$ cat config.mk
export PLATFORM = sky130hd
export DESIGN_NAME = alu_ctrl_seq_flat
export DESIGN_NICKNAME = d
export VERILOG_FILES = /design/src/rtl/alu_ctrl_seq_pkg.sv /design/src/rtl/alu_ctrl_seq_if.sv /design/src/rtl/alu_ctrl_seq_funct_dec.sv /design/src/rtl/alu_ctrl_seq.sv /design/src/flat_wrapper.sv
export SDC_FILE = /design/constraint.sdc
export NUM_CORES = 1
export LEC_CHECK = 0
export BUFFER_PORTS_ARGS = -buffer_cell sky130_fd_sc_hd__buf_2
export CORE_MARGIN = 5
export CORE_UTILIZATION = 45
export CTS_CLUSTER_SIZE = 12
export DETAILED_ROUTE_END_ITERATION = 6
export PLACE_DENSITY_LB_ADDON = 0.2
export RECOVER_POWER = 50
export SLEW_MARGIN = 5
export SYNTH_ARGS = -nofsm -noshare
export SYNTH_HDL_FRONTEND = slang
export SYNTH_SLANG_ARGS = --single-unit
export TNS_END_PERCENT = 1
$ cat constraint.sdc
create_clock -name clk -period 3.65 [get_ports clk]
set_input_delay 0.365 -clock clk [delete_from_list [all_inputs] [get_ports clk]]
set_output_delay 0.365 -clock clk [all_outputs]
set_load 0.005 [all_outputs]
$ cat src/rtl/alu_ctrl_seq_pkg.sv
// Shared types and constants for the multicycle ALU control sequencer.
// States, mux/ALU codes, opcode/funct values and the per-state output decode.
package alu_ctrl_seq_pkg;

    typedef enum logic [3:0] {
        S_RESET    = 4'd0,
        S_FETCH    = 4'd1,
        S_DECODE   = 4'd2,
        S_EXEC_R   = 4'd3,
        S_WB_R     = 4'd4,
        S_EXEC_I   = 4'd5,
        S_WB_I     = 4'd6,
        S_ADDR     = 4'd7,
        S_MEM_RD   = 4'd8,
        S_MEM_WR   = 4'd9,
        S_WB_MEM   = 4'd10,
        S_BRANCH   = 4'd11,
        S_MD_START = 4'd12,
        S_MD_WAIT  = 4'd13
    } state_t;

    typedef enum logic [2:0] {
        ALU_NONE = 3'b000,
        ALU_ADD  = 3'b001,
        ALU_SUB  = 3'b010,
        ALU_AND  = 3'b011,
        ALU_OR   = 3'b100,
        ALU_SLT  = 3'b111
    } alu_op_t;

    localparam logic [1:0] SRCA_PC  = 2'b00;
    localparam logic [1:0] SRCA_REG = 2'b01;

    localparam logic [1:0] SRCB_RT   = 2'b00;
    localparam logic [1:0] SRCB_FOUR = 2'b01;
    localparam logic [1:0] SRCB_IMM  = 2'b10;
    localparam logic [1:0] SRCB_IMM2 = 2'b11;

    localparam logic [5:0] OP_R    = 6'h00;
    localparam logic [5:0] OP_ADDI = 6'h08;
    localparam logic [5:0] OP_LW   = 6'h23;
    localparam logic [5:0] OP_SW   = 6'h2B;
    localparam logic [5:0] OP_BEQ  = 6'h04;

    localparam logic [5:0] FN_ADD  = 6'h20;
    localparam logic [5:0] FN_SUB  = 6'h22;
    localparam logic [5:0] FN_AND  = 6'h24;
    localparam logic [5:0] FN_OR   = 6'h25;
    localparam logic [5:0] FN_SLT  = 6'h2A;
    localparam logic [5:0] FN_MULT = 6'h18;
    localparam logic [5:0] FN_DIV  = 6'h1A;

    typedef struct packed {
        logic [1:0] src_a;
        logic [1:0] src_b;
        alu_op_t    alu_op;
        logic       pc_write;
        logic       pc_write_cond;
        logic       ir_write;
        logic       mem_read;
        logic       mem_write;
        logic       reg_write;
        logic       reg_dst;
        logic       mem_to_reg;
        logic       md_start;
    } ctrl_t;

    // Moore decode: everything the datapath sees while sitting in state s.
    function automatic ctrl_t state_outs(state_t s, alu_op_t r_op);
        ctrl_t c;
        c = '0;
        case (s)
            S_FETCH: begin
                c.mem_read = 1'b1;
                c.ir_write = 1'b1;
                c.pc_write = 1'b1;
                c.src_a    = SRCA_PC;
                c.src_b    = SRCB_FOUR;
                c.alu_op   = ALU_ADD;
            end
            S_DECODE: begin
                c.src_a  = SRCA_PC;
                c.src_b  = SRCB_IMM2;
                c.alu_op = ALU_ADD;
            end
            S_EXEC_R: begin
                c.src_a  = SRCA_REG;
                c.src_b  = SRCB_RT;
                c.alu_op = r_op;
            end
            S_WB_R: begin
                c.reg_write = 1'b1;
                c.reg_dst   = 1'b1;
            end
            S_EXEC_I, S_ADDR: begin
                c.src_a  = SRCA_REG;
                c.src_b  = SRCB_IMM;
                c.alu_op = ALU_ADD;
            end
            S_WB_I: c.reg_write = 1'b1;
            S_MEM_RD: c.mem_read = 1'b1;
            S_MEM_WR: c.mem_write = 1'b1;
            S_WB_MEM: begin
                c.reg_write  = 1'b1;
                c.mem_to_reg = 1'b1;
            end
            S_BRANCH: begin
                c.src_a         = SRCA_REG;
                c.src_b         = SRCB_RT;
                c.alu_op        = ALU_SUB;
                c.pc_write_cond = 1'b1;
            end
            S_MD_START: c.md_start = 1'b1;
            default: c = '0;
        endcase
        return c;
    endfunction

endpackage

$ cat src/rtl/alu_ctrl_seq_if.sv
// Bundle between the control sequencer and the datapath.
// master = controller side, slave = datapath/IR side.
interface alu_ctrl_seq_if;
    logic [5:0] opcode;
    logic [5:0] funct;
    logic       zero;
    logic       md_busy;
    logic [1:0] ALUSrcA;
    logic [1:0] ALUSrcB;
    logic [2:0] ALUOp;
    logic       PCWrite;
    logic       PCWriteCond;
    logic       IRWrite;
    logic       MemRead;
    logic       MemWrite;
    logic       RegWrite;
    logic       RegDst;
    logic       MemtoReg;
    logic       md_start;
    logic       illegal_op;
    logic [3:0] state_dbg;

    modport master (
        input  opcode, funct, zero, md_busy,
        output ALUSrcA, ALUSrcB, ALUOp,
        output PCWrite, PCWriteCond, IRWrite,
        output MemRead, MemWrite, RegWrite,
        output RegDst, MemtoReg, md_start,
        output illegal_op, state_dbg
    );

    modport slave (
        output opcode, funct, zero, md_busy,
        input  ALUSrcA, ALUSrcB, ALUOp,
        input  PCWrite, PCWriteCond, IRWrite,
        input  MemRead, MemWrite, RegWrite,
        input  RegDst, MemtoReg, md_start,
        input  illegal_op, state_dbg
    );
endinterface

$ cat src/rtl/alu_ctrl_seq_funct_dec.sv
// R-type funct decoder: ALU operation, mult/div flag and legality.
// Purely combinational; mult/div carry no ALU operation.
module alu_funct_dec
    import alu_ctrl_seq_pkg::*;
(
    input  logic [5:0] funct_i,
    output alu_op_t    alu_op_o,
    output logic       is_md_o,
    output logic       legal_o
);

    // Map funct to ALU op; anything unlisted is flagged illegal.
    always_comb begin
        alu_op_o = ALU_NONE;
        is_md_o  = 1'b0;
        legal_o  = 1'b1;
        unique case (funct_i)
            FN_ADD:  alu_op_o = ALU_ADD;
            FN_SUB:  alu_op_o = ALU_SUB;
            FN_AND:  alu_op_o = ALU_AND;
            FN_OR:   alu_op_o = ALU_OR;
            FN_SLT:  alu_op_o = ALU_SLT;
            FN_MULT: is_md_o  = 1'b1;
            FN_DIV:  is_md_o  = 1'b1;
            default: legal_o  = 1'b0;
        endcase
    end

endmodule

$ cat src/rtl/alu_ctrl_seq.sv
// Multicycle control FSM sequencing ALU muxes and write strobes.
// Outputs are registered alongside the state, so they follow it exactly.
module alu_ctrl_seq
    import alu_ctrl_seq_pkg::*;
#(
    parameter int unsigned MEM_LAT = 2
) (
    input logic           clk,
    input logic           reset,
    alu_ctrl_seq_if.master bus
);

    localparam int CW = (MEM_LAT > 1) ? $clog2(MEM_LAT) : 1;
    localparam logic [CW-1:0] CNT_LOAD = CW'(MEM_LAT - 1);

    state_t        state_q, state_d;
    logic [5:0]    op_q, op_d;
    logic [CW-1:0] cnt_q, cnt_d;
    logic          ill_q, ill_d;
    ctrl_t         ctrl_q;

    alu_op_t dec_op;
    logic    dec_md;
    logic    dec_legal;

    alu_funct_dec u_fdec (
        .funct_i  (bus.funct),
        .alu_op_o (dec_op),
        .is_md_o  (dec_md),
        .legal_o  (dec_legal)
    );

    logic is_r, r_md, r_alu;
    logic is_addi, is_mem, is_beq;

    assign is_r    = (bus.opcode == OP_R);
    assign r_md    = is_r & dec_legal & dec_md;
    assign r_alu   = is_r & dec_legal & ~dec_md;
    assign is_addi = (bus.opcode == OP_ADDI);
    assign is_mem  = (bus.opcode == OP_LW) | (bus.opcode == OP_SW);
    assign is_beq  = (bus.opcode == OP_BEQ);

    // Next-state selection, opcode latch and memory latency counter.
    always_comb begin
        state_d = state_q;
        op_d    = op_q;
        cnt_d   = cnt_q;
        ill_d   = 1'b0;
        unique case (state_q)
            S_RESET:  state_d = S_FETCH;
            S_FETCH:  state_d = S_DECODE;
            S_DECODE: begin
                op_d = bus.opcode;
                unique case (1'b1)
                    r_md:    state_d = S_MD_START;
                    r_alu:   state_d = S_EXEC_R;
                    is_addi: state_d = S_EXEC_I;
                    is_mem:  state_d = S_ADDR;
                    is_beq:  state_d = S_BRANCH;
                    default: begin
                        state_d = S_FETCH;
                        ill_d   = 1'b1;
                    end
                endcase
            end
            S_EXEC_R: state_d = S_WB_R;
            S_WB_R:   state_d = S_FETCH;
            S_EXEC_I: state_d = S_WB_I;
            S_WB_I:   state_d = S_FETCH;
            S_ADDR: begin
                cnt_d   = CNT_LOAD;
                state_d = (op_q == OP_LW) ? S_MEM_RD : S_MEM_WR;
            end
            S_MEM_RD: begin
                if (cnt_q == '0) state_d = S_WB_MEM;
                else             cnt_d   = cnt_q - 1'b1;
            end
            S_MEM_WR: begin
                if (cnt_q == '0) state_d = S_FETCH;
                else             cnt_d   = cnt_q - 1'b1;
            end
            S_WB_MEM:   state_d = S_FETCH;
            S_BRANCH:   state_d = S_FETCH;
            S_MD_START: state_d = S_MD_WAIT;
            S_MD_WAIT:  state_d = bus.md_busy ? S_MD_WAIT : S_FETCH;
            default:    state_d = S_FETCH;
        endcase
    end

    // State and registered outputs; reset drops every strobe immediately.
    always_ff @(posedge clk or negedge reset) begin
        if (!reset) begin
            state_q <= S_RESET;
            op_q    <= '0;
            cnt_q   <= '0;
            ill_q   <= 1'b0;
            ctrl_q  <= '0;
        end else begin
            state_q <= state_d;
            op_q    <= op_d;
            cnt_q   <= cnt_d;
            ill_q   <= ill_d;
            ctrl_q  <= state_outs(state_d, dec_op);
        end
    end

    assign bus.ALUSrcA     = ctrl_q.src_a;
    assign bus.ALUSrcB     = ctrl_q.src_b;
    assign bus.ALUOp       = ctrl_q.alu_op;
    assign bus.PCWrite     = ctrl_q.pc_write;
    assign bus.PCWriteCond = ctrl_q.pc_write_cond;
    assign bus.IRWrite     = ctrl_q.ir_write;
    assign bus.MemRead     = ctrl_q.mem_read;
    assign bus.MemWrite    = ctrl_q.mem_write;
    assign bus.RegWrite    = ctrl_q.reg_write;
    assign bus.RegDst      = ctrl_q.reg_dst;
    assign bus.MemtoReg    = ctrl_q.mem_to_reg;
    assign bus.md_start    = ctrl_q.md_start;
    assign bus.illegal_op  = ill_q;
    assign bus.state_dbg   = state_q;

endmodule

$ cat src/flat_wrapper.sv
// flat-port wrapper written by rule: the top's interface ports become plain ports
module alu_ctrl_seq_flat import alu_ctrl_seq_pkg::*;
#(
    parameter int unsigned MEM_LAT = 2
)
  (clk, reset, bus_opcode, bus_funct, bus_zero, bus_md_busy, bus_ALUSrcA, bus_ALUSrcB, bus_ALUOp, bus_PCWrite, bus_PCWriteCond, bus_IRWrite, bus_MemRead, bus_MemWrite, bus_RegWrite, bus_RegDst, bus_MemtoReg, bus_md_start, bus_illegal_op, bus_state_dbg);
  alu_ctrl_seq_if bus_i ();
  input logic clk;
  input logic reset;
  input wire logic [$bits(bus_i.opcode)-1:0] bus_opcode;
  input wire logic [$bits(bus_i.funct)-1:0] bus_funct;
  input wire logic [$bits(bus_i.zero)-1:0] bus_zero;
  input wire logic [$bits(bus_i.md_busy)-1:0] bus_md_busy;
  output wire logic [$bits(bus_i.ALUSrcA)-1:0] bus_ALUSrcA;
  output wire logic [$bits(bus_i.ALUSrcB)-1:0] bus_ALUSrcB;
  output wire logic [$bits(bus_i.ALUOp)-1:0] bus_ALUOp;
  output wire logic [$bits(bus_i.PCWrite)-1:0] bus_PCWrite;
  output wire logic [$bits(bus_i.PCWriteCond)-1:0] bus_PCWriteCond;
  output wire logic [$bits(bus_i.IRWrite)-1:0] bus_IRWrite;
  output wire logic [$bits(bus_i.MemRead)-1:0] bus_MemRead;
  output wire logic [$bits(bus_i.MemWrite)-1:0] bus_MemWrite;
  output wire logic [$bits(bus_i.RegWrite)-1:0] bus_RegWrite;
  output wire logic [$bits(bus_i.RegDst)-1:0] bus_RegDst;
  output wire logic [$bits(bus_i.MemtoReg)-1:0] bus_MemtoReg;
  output wire logic [$bits(bus_i.md_start)-1:0] bus_md_start;
  output wire logic [$bits(bus_i.illegal_op)-1:0] bus_illegal_op;
  output wire logic [$bits(bus_i.state_dbg)-1:0] bus_state_dbg;
  assign bus_i.opcode = bus_opcode;
  assign bus_i.funct = bus_funct;
  assign bus_i.zero = bus_zero;
  assign bus_i.md_busy = bus_md_busy;
  assign bus_ALUSrcA = bus_i.ALUSrcA;
  assign bus_ALUSrcB = bus_i.ALUSrcB;
  assign bus_ALUOp = bus_i.ALUOp;
  assign bus_PCWrite = bus_i.PCWrite;
  assign bus_PCWriteCond = bus_i.PCWriteCond;
  assign bus_IRWrite = bus_i.IRWrite;
  assign bus_MemRead = bus_i.MemRead;
  assign bus_MemWrite = bus_i.MemWrite;
  assign bus_RegWrite = bus_i.RegWrite;
  assign bus_RegDst = bus_i.RegDst;
  assign bus_MemtoReg = bus_i.MemtoReg;
  assign bus_md_start = bus_i.md_start;
  assign bus_illegal_op = bus_i.illegal_op;
  assign bus_state_dbg = bus_i.state_dbg;
  alu_ctrl_seq #(.MEM_LAT(MEM_LAT)) u_core (.clk(clk), .reset(reset), .bus(bus_i));
endmodule
==> impl_metrics.tcl <==
set metrics [dict create \
    drt-total-wl_um 2925 \
    fin_skew_ps 3.771 \
    slew_violations 0 \
    die_h_um 66.50 \
    synth_top_family_by_area "simple AND/OR/NAND/NOR gates" \
    tightest_slew_ps 1348 \
    synthAdderAreaFrac_pct 0 \
    p_leak_nw 0.8007 \
    slew_headroom_pct 10.14 \
    fin_nets 192 \
    ant_nets 0 \
    drv.max_cap_violation_count 0 \
    crit_fanout 15 \
    vias 1132 \
    fin_crit_sh_pct 60.85 \
    place_congestion 0.7693 \
    syn_area_per_cell_um2 9.975 \
    drtIter0Drc 67 \
    p_clk_share_pct 16.1 \
    synth_nets 160 \
    area_delta_synth_final_pct 15.16 \
    drcViolationCount 0 \
    worstHoldStart "bus_opcode[3]" \
    clk_latency_ps 310 \
    grt_usage_pct 14.72 \
    yosys.area_share.xor_xnor_pct 0.6098 \
    synth.distinct_cells 52 \
    clkSinkCount 26 \
    grt_pass1_vias 1138 \
    setup_violations 0 \
    synth_compound_area_share_pct 17.42 \
    seq_power_share_pct 39.4 \
    hold_depth 3 \
    synth_simple_gate_area_share_pct 29.01 \
    hold_viol 0 \
    synth_ff_type "dfrtp_1" \
    core-area_um2 3053 \
    whs_endpoint "u_core.op_q[3]" \
    netlist_area_um2 1436 \
    multi_input_area_um2 701.9 \
    synthMuxAreaShare_pct 1.568 \
    start_util_pct 47.05 \
    status "complete, no violations" \
    hold_buffers 0 \
    netlist.top_cell.by_area "dfrtp_1" \
    ios 37 \
    synth-edff-count 0 \
    fin_setup_tns_ps 0 \
    globalRouteOverflowTotal 0 \
    yosysWarningCount 0 \
    cts_buffer_depth 2 \
    critPathRequiredTime_ps 3870 \
    finalCriticalPeriod_ps 2221 \
    seq_area_um2 650.6 \
    intPower_w 0.0007462 \
    max_freq_ghz 0.4503 \
    die_w_um 66.50 \
    netlist_top_cells_area "dfrtp_1, nand2_1, a21oi_1" \
    cts-root-buf "clkbuf_4" \
    reg2reg_slack_ps 1430 \
    num_antenna_cells 0 \
    whs_ps 267.8 \
    grt_antenna_before_repair 0 \
    r2r-end "u_core.bus.ALUSrcB[0]" \
    syn_inst 144 \
    fillCellCount 310 \
    hpwl_um 2280 \
    cts_tree "done" \
    rows 20 \
    grt_start_max_net_pins 27 \
    postCtsResizedCells 0 \
    vias_per_cell 5.169 \
    cts_buffers 3 \
    die_area_um2 4422 \
    ir_drop_v 0.0001913 \
    clkTransAtPathRegs_ps 140 \
    swShare_pct 38.57 \
    rr_startpoint "u_core.bus.state_dbg[1]" \
    powerDensity_nw_per_um2 734.3 \
    rsz0062_at_grt "no" \
    drt_pre_antenna_iters 4 \
    cp.arrival_ps 2440 \
    endpoint_kind "register" \
    io_buffers 34 \
    post_cts_buffers 0 \
    grt_pass1_wl_um 5085 \
    hp-class "input pin to register" \
    worstSetupPathType "register to register" \
    ys_async_sr_fraction_pct 100.0 \
    synth_top_area_share_pct 45.30 \
    reg2reg_depth 5 \
    htreeDepth 1 \
    drive_above_1_share_pct 32.00 \
    switchingPower_w 0.0004685 \
    wl_per_cell_um 13.36 \
    yosys_register_bits 26 \
    start_kind "register" \
    seq_area_frac_synth_pct 45.30 \
    p_comb_share_pct 44.5 \
]
state kept, by name (all words and copies together) (netlist names):
register / count
u_core.bus.MemWrite: 1
u_core.op_q: 6
u_core.cnt_q: 1
u_core.bus.MemtoReg: 1
u_core.bus.MemRead: 1
u_core.bus.ALUSrcA: 1
u_core.bus.PCWriteCond: 1
u_core.bus.ALUOp: 3
u_core.bus.RegWrite: 1
u_core.bus.md_start: 1
u_core.bus.illegal_op: 1
u_core.bus.RegDst: 1
u_core.bus.state_dbg: 4
u_core.bus.PCWrite: 1
u_core.bus.ALUSrcB: 2
metal layers:
layer  vias up  wire length [um]  GRT usage (%)
met1       538              1275          18.74
met3         2               126          1.518
met4         0                34          5.330
li1        568                 -              -
met5         -                 0              0
met2        24              1489          25.65
cell usage after synthesis, types with 2 or more instances:
library cell and instances:
or2_2 3, a31o_2 2, nor3_1 4, inv_1 6, nand2b_1 2, or2b_1 2, nor4_1 2, nor2_1 7
clkbuf_1 2, or2_1 2, dfrtp_1 26, mux2_2 2, nand2_1 23, buf_6 3, nand3_1 3, o21ai_0 6
nor4b_1 3, a21oi_1 10, buf_4 2, or3_1 2
worst max-delay path, stage by stage, from the launching register on:
cell and delay (ps):
dfrtp_1 600, nor4b_2 930, a211oi_4 180, nand2b_2 150, nor3_2 50, or2_1 220
power by group through the flow:
stage	registers (W)	clock network (W)	logic, W
after global placement	0.000480	0	0.000535
final	0.000478	0.000195	0.000541
after detailed placement	0.000483	0	0.000550
after global routing	0.000497	0.000213	0.000617
after CTS	0.000478	0.000200	0.000550
after floorplan	0.000444	0	0.000470
final cells by class:
type	instances	share of cell area (%)
Sequential cell	26	39.33
Clock buffer	3	1.362
Timing Repair Buffer	34	10.06
Multi-Input combinational cell	104	42.44
Inverter	7	1.664
Tap cell	44	3.328
Clock inverter	1	1.815
worst max-delay path by stage:
stage,startpoint,endpoint,slack (ps)
after floorplan,u_core.bus.state_dbg[3],u_core.bus.ALUSrcB[0],1560
after global placement,bus_funct[0],u_core.bus.ALUSrcB[0],1450
after detailed placement,bus_funct[0],u_core.bus.ALUSrcB[0],1440
after CTS,u_core.bus.state_dbg[1],u_core.bus.ALUOp[2],1410
after global routing,u_core.bus.state_dbg[1],u_core.bus.ALUOp[2],1180
final,u_core.bus.state_dbg[1],u_core.bus.ALUSrcB[0],1430
logic make-up (layout without fill, tap and decap cells):
family,after synthesis,after routing
AOI/OAI and AO/OA,32,32
buffers and inverters,14,45
and+or+nand+nor,68,68
other,1,1
muxes,2,2
xor gates and xnor gates,1,1
DFF,26,26
cells in the final DEF, fill, tap and decap left out, types with 4 or more instances in the layout:
cell type / synthesis / final
o21ai_0: 6 / 6
buf_2: 0 / 31
nor2_1: 7 / 7
a21oi_1: 10 / 10
inv_1: 6 / 6
nor3_1: 4 / 4
nand2_1: 23 / 23
dfrtp_1: 26 / 26
metrics by stage:
step	instance area [um2]	power [W]	setup WS (ps)	utilization (%)	cells
after floorplan	1436	0.0009138	1558	-	144
after global placement	1605	0.001014	1449	52.58	215
after detailed placement	1605	0.001033	1438	52.58	215
after CTS	1658	0.001228	1407	54.30	219
after global routing	1654	0.001327	1183	54.18	219
final	1654	0.001215	1429	54.18	219
(Power assumes the default switching activity.)
